--- config.mk ---
export PLATFORM = sky130hd
export DESIGN_NAME = spi_frame_rx
export DESIGN_NICKNAME = d
export VERILOG_FILES = /design/src/rtl/spi_pkg.sv /design/src/rtl/spi_sync_edge.sv /design/src/rtl/spi_frame_rx.sv
export SDC_FILE = /design/constraint.sdc
export NUM_CORES = 1
export LEC_CHECK = 0
export CAP_MARGIN = 0
export CORE_MARGIN = 8
export CORE_UTILIZATION = 40
export CTS_BUF_LIST = sky130_fd_sc_hd__clkbuf_8
export CTS_CLUSTER_DIAMETER = 100
export DETAILED_ROUTE_END_ITERATION = 16
export PLACE_DENSITY_LB_ADDON = 0.15
export SYNTH_ARGS = -nofsm -noshare
export SYNTH_HDL_FRONTEND = slang
export SYNTH_SLANG_ARGS = --single-unit
--- constraint.sdc ---
create_clock -name clk_sys -period 2.4 [get_ports clk_sys]
set_input_delay 0.48 -clock clk_sys [delete_from_list [all_inputs] [get_ports clk_sys]]
set_output_delay 0.48 -clock clk_sys [all_outputs]
set_load 0.005 [all_outputs]
--- src/rtl/spi_pkg.sv ---
// Shared types and elaboration helpers for the SPI frame receiver.
// Frame geometry and SPI-mode decoding are computed here so top and bench agree.
package spi_pkg;

  typedef enum logic [1:0] {
    IDLE    = 2'd0,
    SHIFT   = 2'd1,
    WAIT_CS = 2'd2
  } state_e;

  function automatic int spi_total_w(input int opcode_w, input int data_w, input int n_words);
    return opcode_w + n_words * data_w;
  endfunction

  // Modes 0 and 3 sample on the rising sclk edge, modes 1 and 2 on the falling edge.
  function automatic bit spi_sample_on_rise(input bit cpol, input bit cpha);
    return cpol == cpha;
  endfunction

endpackage

--- src/rtl/spi_sync_edge.sv ---
// Multi-flop synchroniser for one asynchronous SPI pin, with rise/fall detection
// derived from one extra flop behind the synchronised level.
module spi_sync_edge #(
  parameter int   SYNC_STAGES = 2,
  parameter logic RESET_VAL   = 1'b0
) (
  input  logic clk_sys,
  input  logic rst,
  input  logic i_pin,
  output logic o_level,
  output logic o_rise,
  output logic o_fall
);

  logic [SYNC_STAGES-1:0] r_sync;
  logic                   r_prev;

  // NOTE: sequential state uses non-blocking assignments so every flop samples pre-edge values.
  always_ff @(posedge clk_sys) begin
    if (rst) begin
      r_sync <= {SYNC_STAGES{RESET_VAL}};
      r_prev <= RESET_VAL;
    end else begin
      r_sync <= {r_sync[SYNC_STAGES-2:0], i_pin};
      r_prev <= r_sync[SYNC_STAGES-1];
    end
  end

  assign o_level = r_sync[SYNC_STAGES-1];
  assign o_rise  = o_level & ~r_prev;
  assign o_fall  = ~o_level & r_prev;

endmodule

--- src/rtl/spi_frame_rx.sv ---
// Oversampling SPI slave that collects one opcode plus N_WORDS data words per
// chip-select window and presents the frame on a valid/ready handshake.
module spi_frame_rx
  import spi_pkg::*;
#(
  parameter int OPCODE_W    = 8,
  parameter int DATA_W      = 16,
  parameter int N_WORDS     = 5,
  parameter int CPOL        = 0,
  parameter int CPHA        = 0,
  parameter int SYNC_STAGES = 2
) (
  input  logic                            clk_sys,
  input  logic                            rst,
  input  logic                            spi_sclk,
  input  logic                            spi_csb,
  input  logic                            spi_mosi,
  output logic [OPCODE_W-1:0]             opcode,
  output logic [N_WORDS-1:0][DATA_W-1:0]  data,
  output logic                            valid,
  input  logic                            ready,
  output logic                            busy,
  output logic                            overrun,
  output logic                            frame_err
);

  localparam int TOTAL_W     = spi_total_w(OPCODE_W, DATA_W, N_WORDS);
  localparam int CNT_W       = $clog2(TOTAL_W + 1);
  localparam bit SAMPLE_RISE = spi_sample_on_rise(CPOL != 0, CPHA != 0);

  logic w_sclk, w_sclk_rise, w_sclk_fall;
  logic w_csb, w_csb_rise, w_csb_fall;
  logic w_mosi, w_unused_mosi_rise, w_unused_mosi_fall;

  spi_sync_edge #(.SYNC_STAGES(SYNC_STAGES), .RESET_VAL(CPOL != 0)) u_sync_sclk (
    .clk_sys(clk_sys), .rst(rst), .i_pin(spi_sclk),
    .o_level(w_sclk), .o_rise(w_sclk_rise), .o_fall(w_sclk_fall)
  );

  spi_sync_edge #(.SYNC_STAGES(SYNC_STAGES), .RESET_VAL(1'b1)) u_sync_csb (
    .clk_sys(clk_sys), .rst(rst), .i_pin(spi_csb),
    .o_level(w_csb), .o_rise(w_csb_rise), .o_fall(w_csb_fall)
  );

  spi_sync_edge #(.SYNC_STAGES(SYNC_STAGES), .RESET_VAL(1'b0)) u_sync_mosi (
    .clk_sys(clk_sys), .rst(rst), .i_pin(spi_mosi),
    .o_level(w_mosi), .o_rise(w_unused_mosi_rise), .o_fall(w_unused_mosi_fall)
  );

  state_e                      r_state, w_state_next;
  logic [CNT_W-1:0]            r_count;
  logic [TOTAL_W-1:0]          r_sr;
  logic                        r_done;
  logic                        r_valid, r_overrun, r_frame_err;
  logic [OPCODE_W-1:0]         r_opcode;
  logic [N_WORDS-1:0][DATA_W-1:0] r_data;

  logic                        w_sample, w_last, w_shift_en, w_done_next, w_frame_err_next;
  logic [OPCODE_W-1:0]         w_opcode;
  logic [N_WORDS-1:0][DATA_W-1:0] w_data;

  // A csb rise seen together with the final edge still counts as inside the frame.
  assign w_sample = (SAMPLE_RISE ? w_sclk_rise : w_sclk_fall) && (!w_csb || w_csb_rise);
  assign w_last   = (r_count == CNT_W'(TOTAL_W - 1));

  // NOTE: every combinational output gets a default first, so no path can infer a latch.
  always_comb begin
    w_state_next     = r_state;
    w_shift_en       = 1'b0;
    w_done_next      = 1'b0;
    w_frame_err_next = 1'b0;
    unique case (r_state)
      IDLE: begin
        if (w_csb_fall) w_state_next = SHIFT;
      end
      SHIFT: begin
        if (w_sample) begin
          w_shift_en = 1'b1;
          if (w_last) begin
            w_done_next  = 1'b1;
            w_state_next = WAIT_CS;
          end
        end else if (w_csb) begin
          w_frame_err_next = (r_count != '0);
          w_state_next     = IDLE;
        end
      end
      WAIT_CS: begin
        if (w_csb) w_state_next = IDLE;
      end
      default: w_state_next = IDLE;
    endcase
  end

  always_ff @(posedge clk_sys) begin
    if (rst) r_state <= IDLE;
    else     r_state <= w_state_next;
  end

  always_comb begin
    w_opcode = r_sr[TOTAL_W-1 -: OPCODE_W];
    for (int i = 0; i < N_WORDS; i++) begin
      w_data[i] = r_sr[TOTAL_W-OPCODE_W-1-i*DATA_W -: DATA_W];
    end
  end

  always_ff @(posedge clk_sys) begin
    if (rst) begin
      r_count     <= '0;
      r_sr        <= '0;
      r_done      <= 1'b0;
      r_valid     <= 1'b0;
      r_overrun   <= 1'b0;
      r_frame_err <= 1'b0;
      r_opcode    <= '0;
      r_data      <= '0;
    end else begin
      r_done      <= w_done_next;
      r_frame_err <= w_frame_err_next;
      r_overrun   <= 1'b0;

      if (r_state == IDLE && w_csb_fall) begin
        r_count <= '0;
      end else if (w_shift_en && r_count != CNT_W'(TOTAL_W)) begin
        r_count <= r_count + CNT_W'(1);
      end

      if (w_shift_en) r_sr <= {r_sr[TOTAL_W-2:0], w_mosi};

      // A completed frame may replace the held one only in the cycle it is consumed.
      if (r_done && (!r_valid || ready)) begin
        r_opcode <= w_opcode;
        r_data   <= w_data;
        r_valid  <= 1'b1;
      end else begin
        if (r_valid && ready) r_valid <= 1'b0;
        if (r_done)           r_overrun <= 1'b1;
      end
    end
  end

  assign opcode    = r_opcode;
  assign data      = r_data;
  assign valid     = r_valid;
  assign busy      = (r_state != IDLE);
  assign overrun   = r_overrun;
  assign frame_err = r_frame_err;

endmodule

# == Word-level counts from Yosys, hierarchy flattened ==
# Cells that the tools add are included.
# op_classes
n_addsub,1
eq_ne,6
n_mux,11
bitwise_logic,8
reduce_logical,18
# ops
cell,count
$mux 2,4
$add 7x1->7 const B,1
$eq 7x7->1 const B,1
$ne 7x7->1 const B,1
$reduce_bool 7->1,1
$mux 1,6
$pmux 2 s3,1
$logic_and 1x1->1,5
$not 1->1,5
$reduce_bool 2->1,2
$reduce_or 2->1,2
$reduce_or 4->1,1
$and 1x1->1,3
$ne 3x3->1 const B,1
$reduce_or 3->1,1
$eq 2x1->1 const B,1
$eq 2x2->1 const B,1
$logic_not 1->1,2
$logic_not 2->1,1
$logic_or 1x1->1,2
$ne 2x2->1 const B,1
$reduce_and 2->1,1
# totals
ff_bits,197
in_bits,6
output_inout_bits,92
elab_cells,62

# == Logic depth before layout (Yosys ltp) ==
# depth
ltp_word,7
depth_mapped,7
ltp_nobuf,6

# == Hierarchy ==
# From an unflattened synthesis, not the netlist that was laid out.
# unflattened
cells_unflattened,862
area_unflattened_um2,6882.9
# by_module_without_submodules
mod,instances,cells_each,area_per_inst_um2,seq_area_each_um2
spi_frame_rx,1,838,6607.6,3783.6
spi_sync_edge (u_sync_mosi ...),2,8,91.3,60.1
spi_sync_edge (u_sync_csb),1,8,92.6,60.1

# == Least setup slack after synthesis ==
# No wires, ideal clock.
# synth_path
kind,input to register
startpoint,input port ready
endpoint,"register r_data, in the netlist data[10]"
setup_time_ns,0.070
arrival_time_ns,1.463
t_required_ns,2.330
slack_ns,0.866
path_stages,7
path_buffers,3
cell_sequence,nand2b_1 -> and2_1 -> clkbuf_1 -> buf_2 -> buf_2 -> nand2_1 -> a21oi_1
# synth_between
elab_chain_cells,2
# synth_rtl
item,line_no,text
"start, declared",spi_frame_rx.sv:21,"input logic ready,"
$logic_or 1x1->1,spi_frame_rx.sv:131,if (r_done && (!r_valid || ready)) begin
$logic_and 1x1->1,spi_frame_rx.sv:131,
"end signal, assigned",spi_frame_rx.sv:133,r_data <= w_data;
"end, declared",spi_frame_rx.sv:56,logic [N_WORDS-1:0][DATA_W-1:0] r_data;
# Every way passes these cells.
# A chain may end at the register's enable or synchronous reset.

# == Final worst setup path ==
# layout_path
startpoint,register r_state[1]
endpoint,output port busy
# layout_between
elab_chain_cells,1
# layout_rtl
item,line_no,text
"start, declared",spi_frame_rx.sv:50,"state_e r_state, w_state_next;"
"start signal, assigned",spi_frame_rx.sv:97,else r_state <= w_state_next;
$reduce_bool 2->1,spi_frame_rx.sv:145,assign busy = (r_state != IDLE);
"end, declared",spi_frame_rx.sv:22,"output logic busy,"
# Every way passes these cells.

==> reports/qor.txt <==
=======================================================================================
Post-synth ARST share                                                                0%
All-layer global routing usage                                                    13.8%
Netlist area before placement                                                  6830 um2
Cell Rows                                                                            47
H-Tree Depth                                                                          4
Clock sink count                                                                    197
Number of buffers inserted to repair setup after CTS                                  0
Maximum number of pins on one net before global-route repair                        118
P_int                                                                           4.29 mW
Worst setup path class                                                     flip-flop to output pin
Clk pin slew, worst setup/hold paths                                            0.09 ns
Slowest cell on the critical path                                          sky130_fd_sc_hd__clkdlybuf4s50_1
Half-perimeter wire length after placement                                      9090 um
Worst VDD drop                                                                 0.283 mV
Fin Setup TNS                                                                      0 ns
Fraction of layout instances using a drive strength above 1                       4.70%
Number of antenna violations at the first check in global routing                     0
Status                                                                        completed
Synthesized netlist net count                                                       869
Tightest Pin Transition                                                        0.659 ns
Part of the power in registers                                                    60.2%
Dominant cells by area after synthesis                                     sky130_fd_sc_hd__dfxtp_1, sky130_fd_sc_hd__nand2_1, sky130_fd_sc_hd__a21oi_1
Wire length per cell after detailed routing                                     13.0 um
Vertical extent of the die                                                       147 um
Crit path max fanout                                                                  6
Endpoint class of the critical path                                          output pin
Startpoint of the lowest-slack register-to-register path                   u_sync_sclk.r_sync[1]$_SDFF_PP0_
Clock tree from TritonCTS                                                          done
Routed WL                                                                      15000 um
Top cell family by delay on the critical path                              buffers and inverters
Vias per cell                                                                      4.79
Count of hold-fix buffers inserted at cts                                             0
Max Transition Viols Final                                                            0
Number of global-route vias before repair                                          5107
Core box area                                                                 16600 um2
Combinational group share of total power                                           1.6%
Power per unit of standard cell area                                         649 nW/um2
Total DRC errors in the routed layout                                                 0
Critical path data arrival time                                                 1.52 ns
Die outline width                                                                147 um
Antenna cells                                                                         0
Min cycle time layout                                                           2.00 ns
Die ar.                                                                       21500 um2
Hold slack                                                                     0.263 ns
Layout overhead on the synthesized area                                           22.7%
Clk_lat worst skew                                                              0.45 ns
Main synth FF type                                                         sky130_fd_sc_hd__dfxtp_1
Tightest slew margin relative to the limit                                        56.0%
Number of maximum-capacitance violations                                              0
Most common cell in the synthesized netlist                                sky130_fd_sc_hd__nand2_1
Final period util                                                                 83.2%
Critical path's largest stage delay                                             0.52 ns
Final setup skew                                                              0.0102 ns
Leakage                                                                         2.66 nW
First-pass DRT Iterations                                                             5
Net switching power of the design                                               1.16 mW
Critical path origin                                                       r_state[1]$_SDFFE_PP0P_
Proportion of synthesized chip area in sequential cells                           57.7%
Number of hold violations in the final report                                         0
Library cell occupying the most area in the post-synthesis netlist         sky130_fd_sc_hd__dfxtp_1
Clk pwr share                                                                     38.2%
Initial Utilization                                                               41.0%
Synth Warn #                                                                          0
Fmax achieved                                                                   501 MHz
TritonCTS buffer count                                                               17
Total number of nets in the final design                                            934
Post-synthesis area per instance                                               7.93 um2
Global-route wire length before repair                                         25000 um
Count of input and output buffers                                                    97
Buffer type at the clock tree root                                         sky130_fd_sc_hd__clkbuf_8
Data required time at the worst endpoint                                        1.92 ns
Number of violations reported at the end of detailed-routing iteration 0            311
Total buffers and inverters traversed by the critical path                            2
Unrepaired setup endpoints after global routing                                      no
Type of the tightest min-delay check                                       input pin to flip-flop
Last weighted congestion value of the routability-driven placer                   0.732
Kind of start point of the critical path                                      flip-flop
Final Setup Violations                                                                0
Ports                                                                                98
Net switching share of the total power                                            21.3%
Overall overflow remaining after global route                                         0
Most instantiated cells after synthesis                                    sky130_fd_sc_hd__nand2_1, sky130_fd_sc_hd__dfxtp_1, sky130_fd_sc_hd__a21oi_1, sky130_fd_sc_hd__clkbuf_1, sky130_fd_sc_hd__buf_2
Flops & latches, synth                                                              197
Clock Tree Buf Depth                                                                  2
Residual antenna-violating net count after detailed routing                           0
Area share of the largest cell type after synthesis                               57.7%
Number of synthesized flops with an enable pin                                        0
Worst min-delay path startpoint                                                     rst
Via count                                                                          5542
Number of gates given a new drive strength after cts                                  0
Count of cell types in the netlist                                                   29
Syn Inst Count                                                                      861
Critical Path, Cell by Cell                                                nor2_1 -> inv_1 -> clkdlybuf4s50_1
=======================================================================================
kinds of logic after synthesis:
kind of cell | count (synthesis) | synth area share [%]
adder cells (fa/ha/maj) | 2 | 0.366
flip-flops | 197 | 57.7
AO/OA/AOI/OAI | 194 | 14.5
AND/OR/NAND/NOR | 401 | 23.5
buffers and inverters | 67 | 3.97
cell usage in the layout, fill, tap and decap left out, types with 5 or more instances in the layout:
| cell | count |
|---|---|
| sky130_fd_sc_hd__a21oi_1 | 184 |
| sky130_fd_sc_hd__buf_12 | 5 |
| sky130_fd_sc_hd__buf_4 | 6 |
| sky130_fd_sc_hd__clkbuf_8 | 20 |
| sky130_fd_sc_hd__clkdlybuf4s50_1 | 96 |
| sky130_fd_sc_hd__dfxtp_1 | 197 |
| sky130_fd_sc_hd__inv_1 | 7 |
| sky130_fd_sc_hd__nand2_1 | 356 |
| sky130_fd_sc_hd__nand3_1 | 6 |
| sky130_fd_sc_hd__nor2_1 | 6 |
| sky130_fd_sc_hd__nor2b_1 | 6 |
| sky130_fd_sc_hd__or2_1 | 5 |
power by group through the flow:
stage	clock network, mW	logic, mW	registers [mW]
6_report	2.08	0.0881	3.28
3_5_place_dp	0	0.0894	3.35
5_1_grt	2.29	0.0972	3.28
3_3_place_gp	0	0.0902	3.35
4_1_cts	2.17	0.0897	3.28
2_1_floorplan	0	0.0593	3.35
area by class of cell:
class,instances,area [um2]
clock buffer,20,275
clock inverter,10,109
fill,1637,8260
inverter,5,18.8
multi-input combinational,597,2640
sequential,197,3940
tap,220,275
timing repair buffer,108,1120
metrics by stage:
step / power [mW] / worst slack [ns] / instances / area, um2 / util [%]
finish: 5.44 / 0.403 / 1157 / 8380 / 50.4
global route: 5.66 / 0.263 / 1157 / 8380 / 50.4
CTS: 5.54 / 0.351 / 1157 / 8380 / 50.4
detailed placement: 3.44 / 0.364 / 1127 / 8000 / 48.1
global placement: 3.44 / 0.411 / 1127 / 8000 / 48.1
floorplan: 3.41 / 0.866 / 861 / 6830 / -
registers in the layout, indices dropped and copies added (netlist names):
| signal | cells |
|---|---|
| data | 80 |
| frame_err | 1 |
| opcode | 8 |
| overrun | 1 |
| r_count | 7 |
| r_done | 1 |
| r_sr | 88 |
| r_state | 2 |
| u_sync_csb.r_prev | 1 |
| u_sync_csb.r_sync | 2 |
| u_sync_mosi.r_sync | 2 |
| u_sync_sclk.r_prev | 1 |
| u_sync_sclk.r_sync | 2 |
| valid | 1 |
metal layers:
layer | global-route usage (%) | vias to the layer above | share of wire [%]
met3 | 3.55 | 16 | 4.5
met5 | 0 | - | 0
met2 | 22.2 | 86 | 45
li1 | - | 2915 | -
met4 | 5.72 | 0 | 1.4
met1 | 17.1 | 2525 | 49
path summary, 6_finish.rpt:
check                                    end  slack, ns  depth (start not counted)
max reg2reg          r_count[2]$_SDFFE_PP0P_       0.58                          4
max                                     busy       0.40                          3
min                    data[26]$_SDFFE_PP0P_       0.26                          2
min reg2reg  u_sync_csb.r_sync[1]$_SDFF_PP1_       0.41                          1
(Power assumes the default switching activity.)
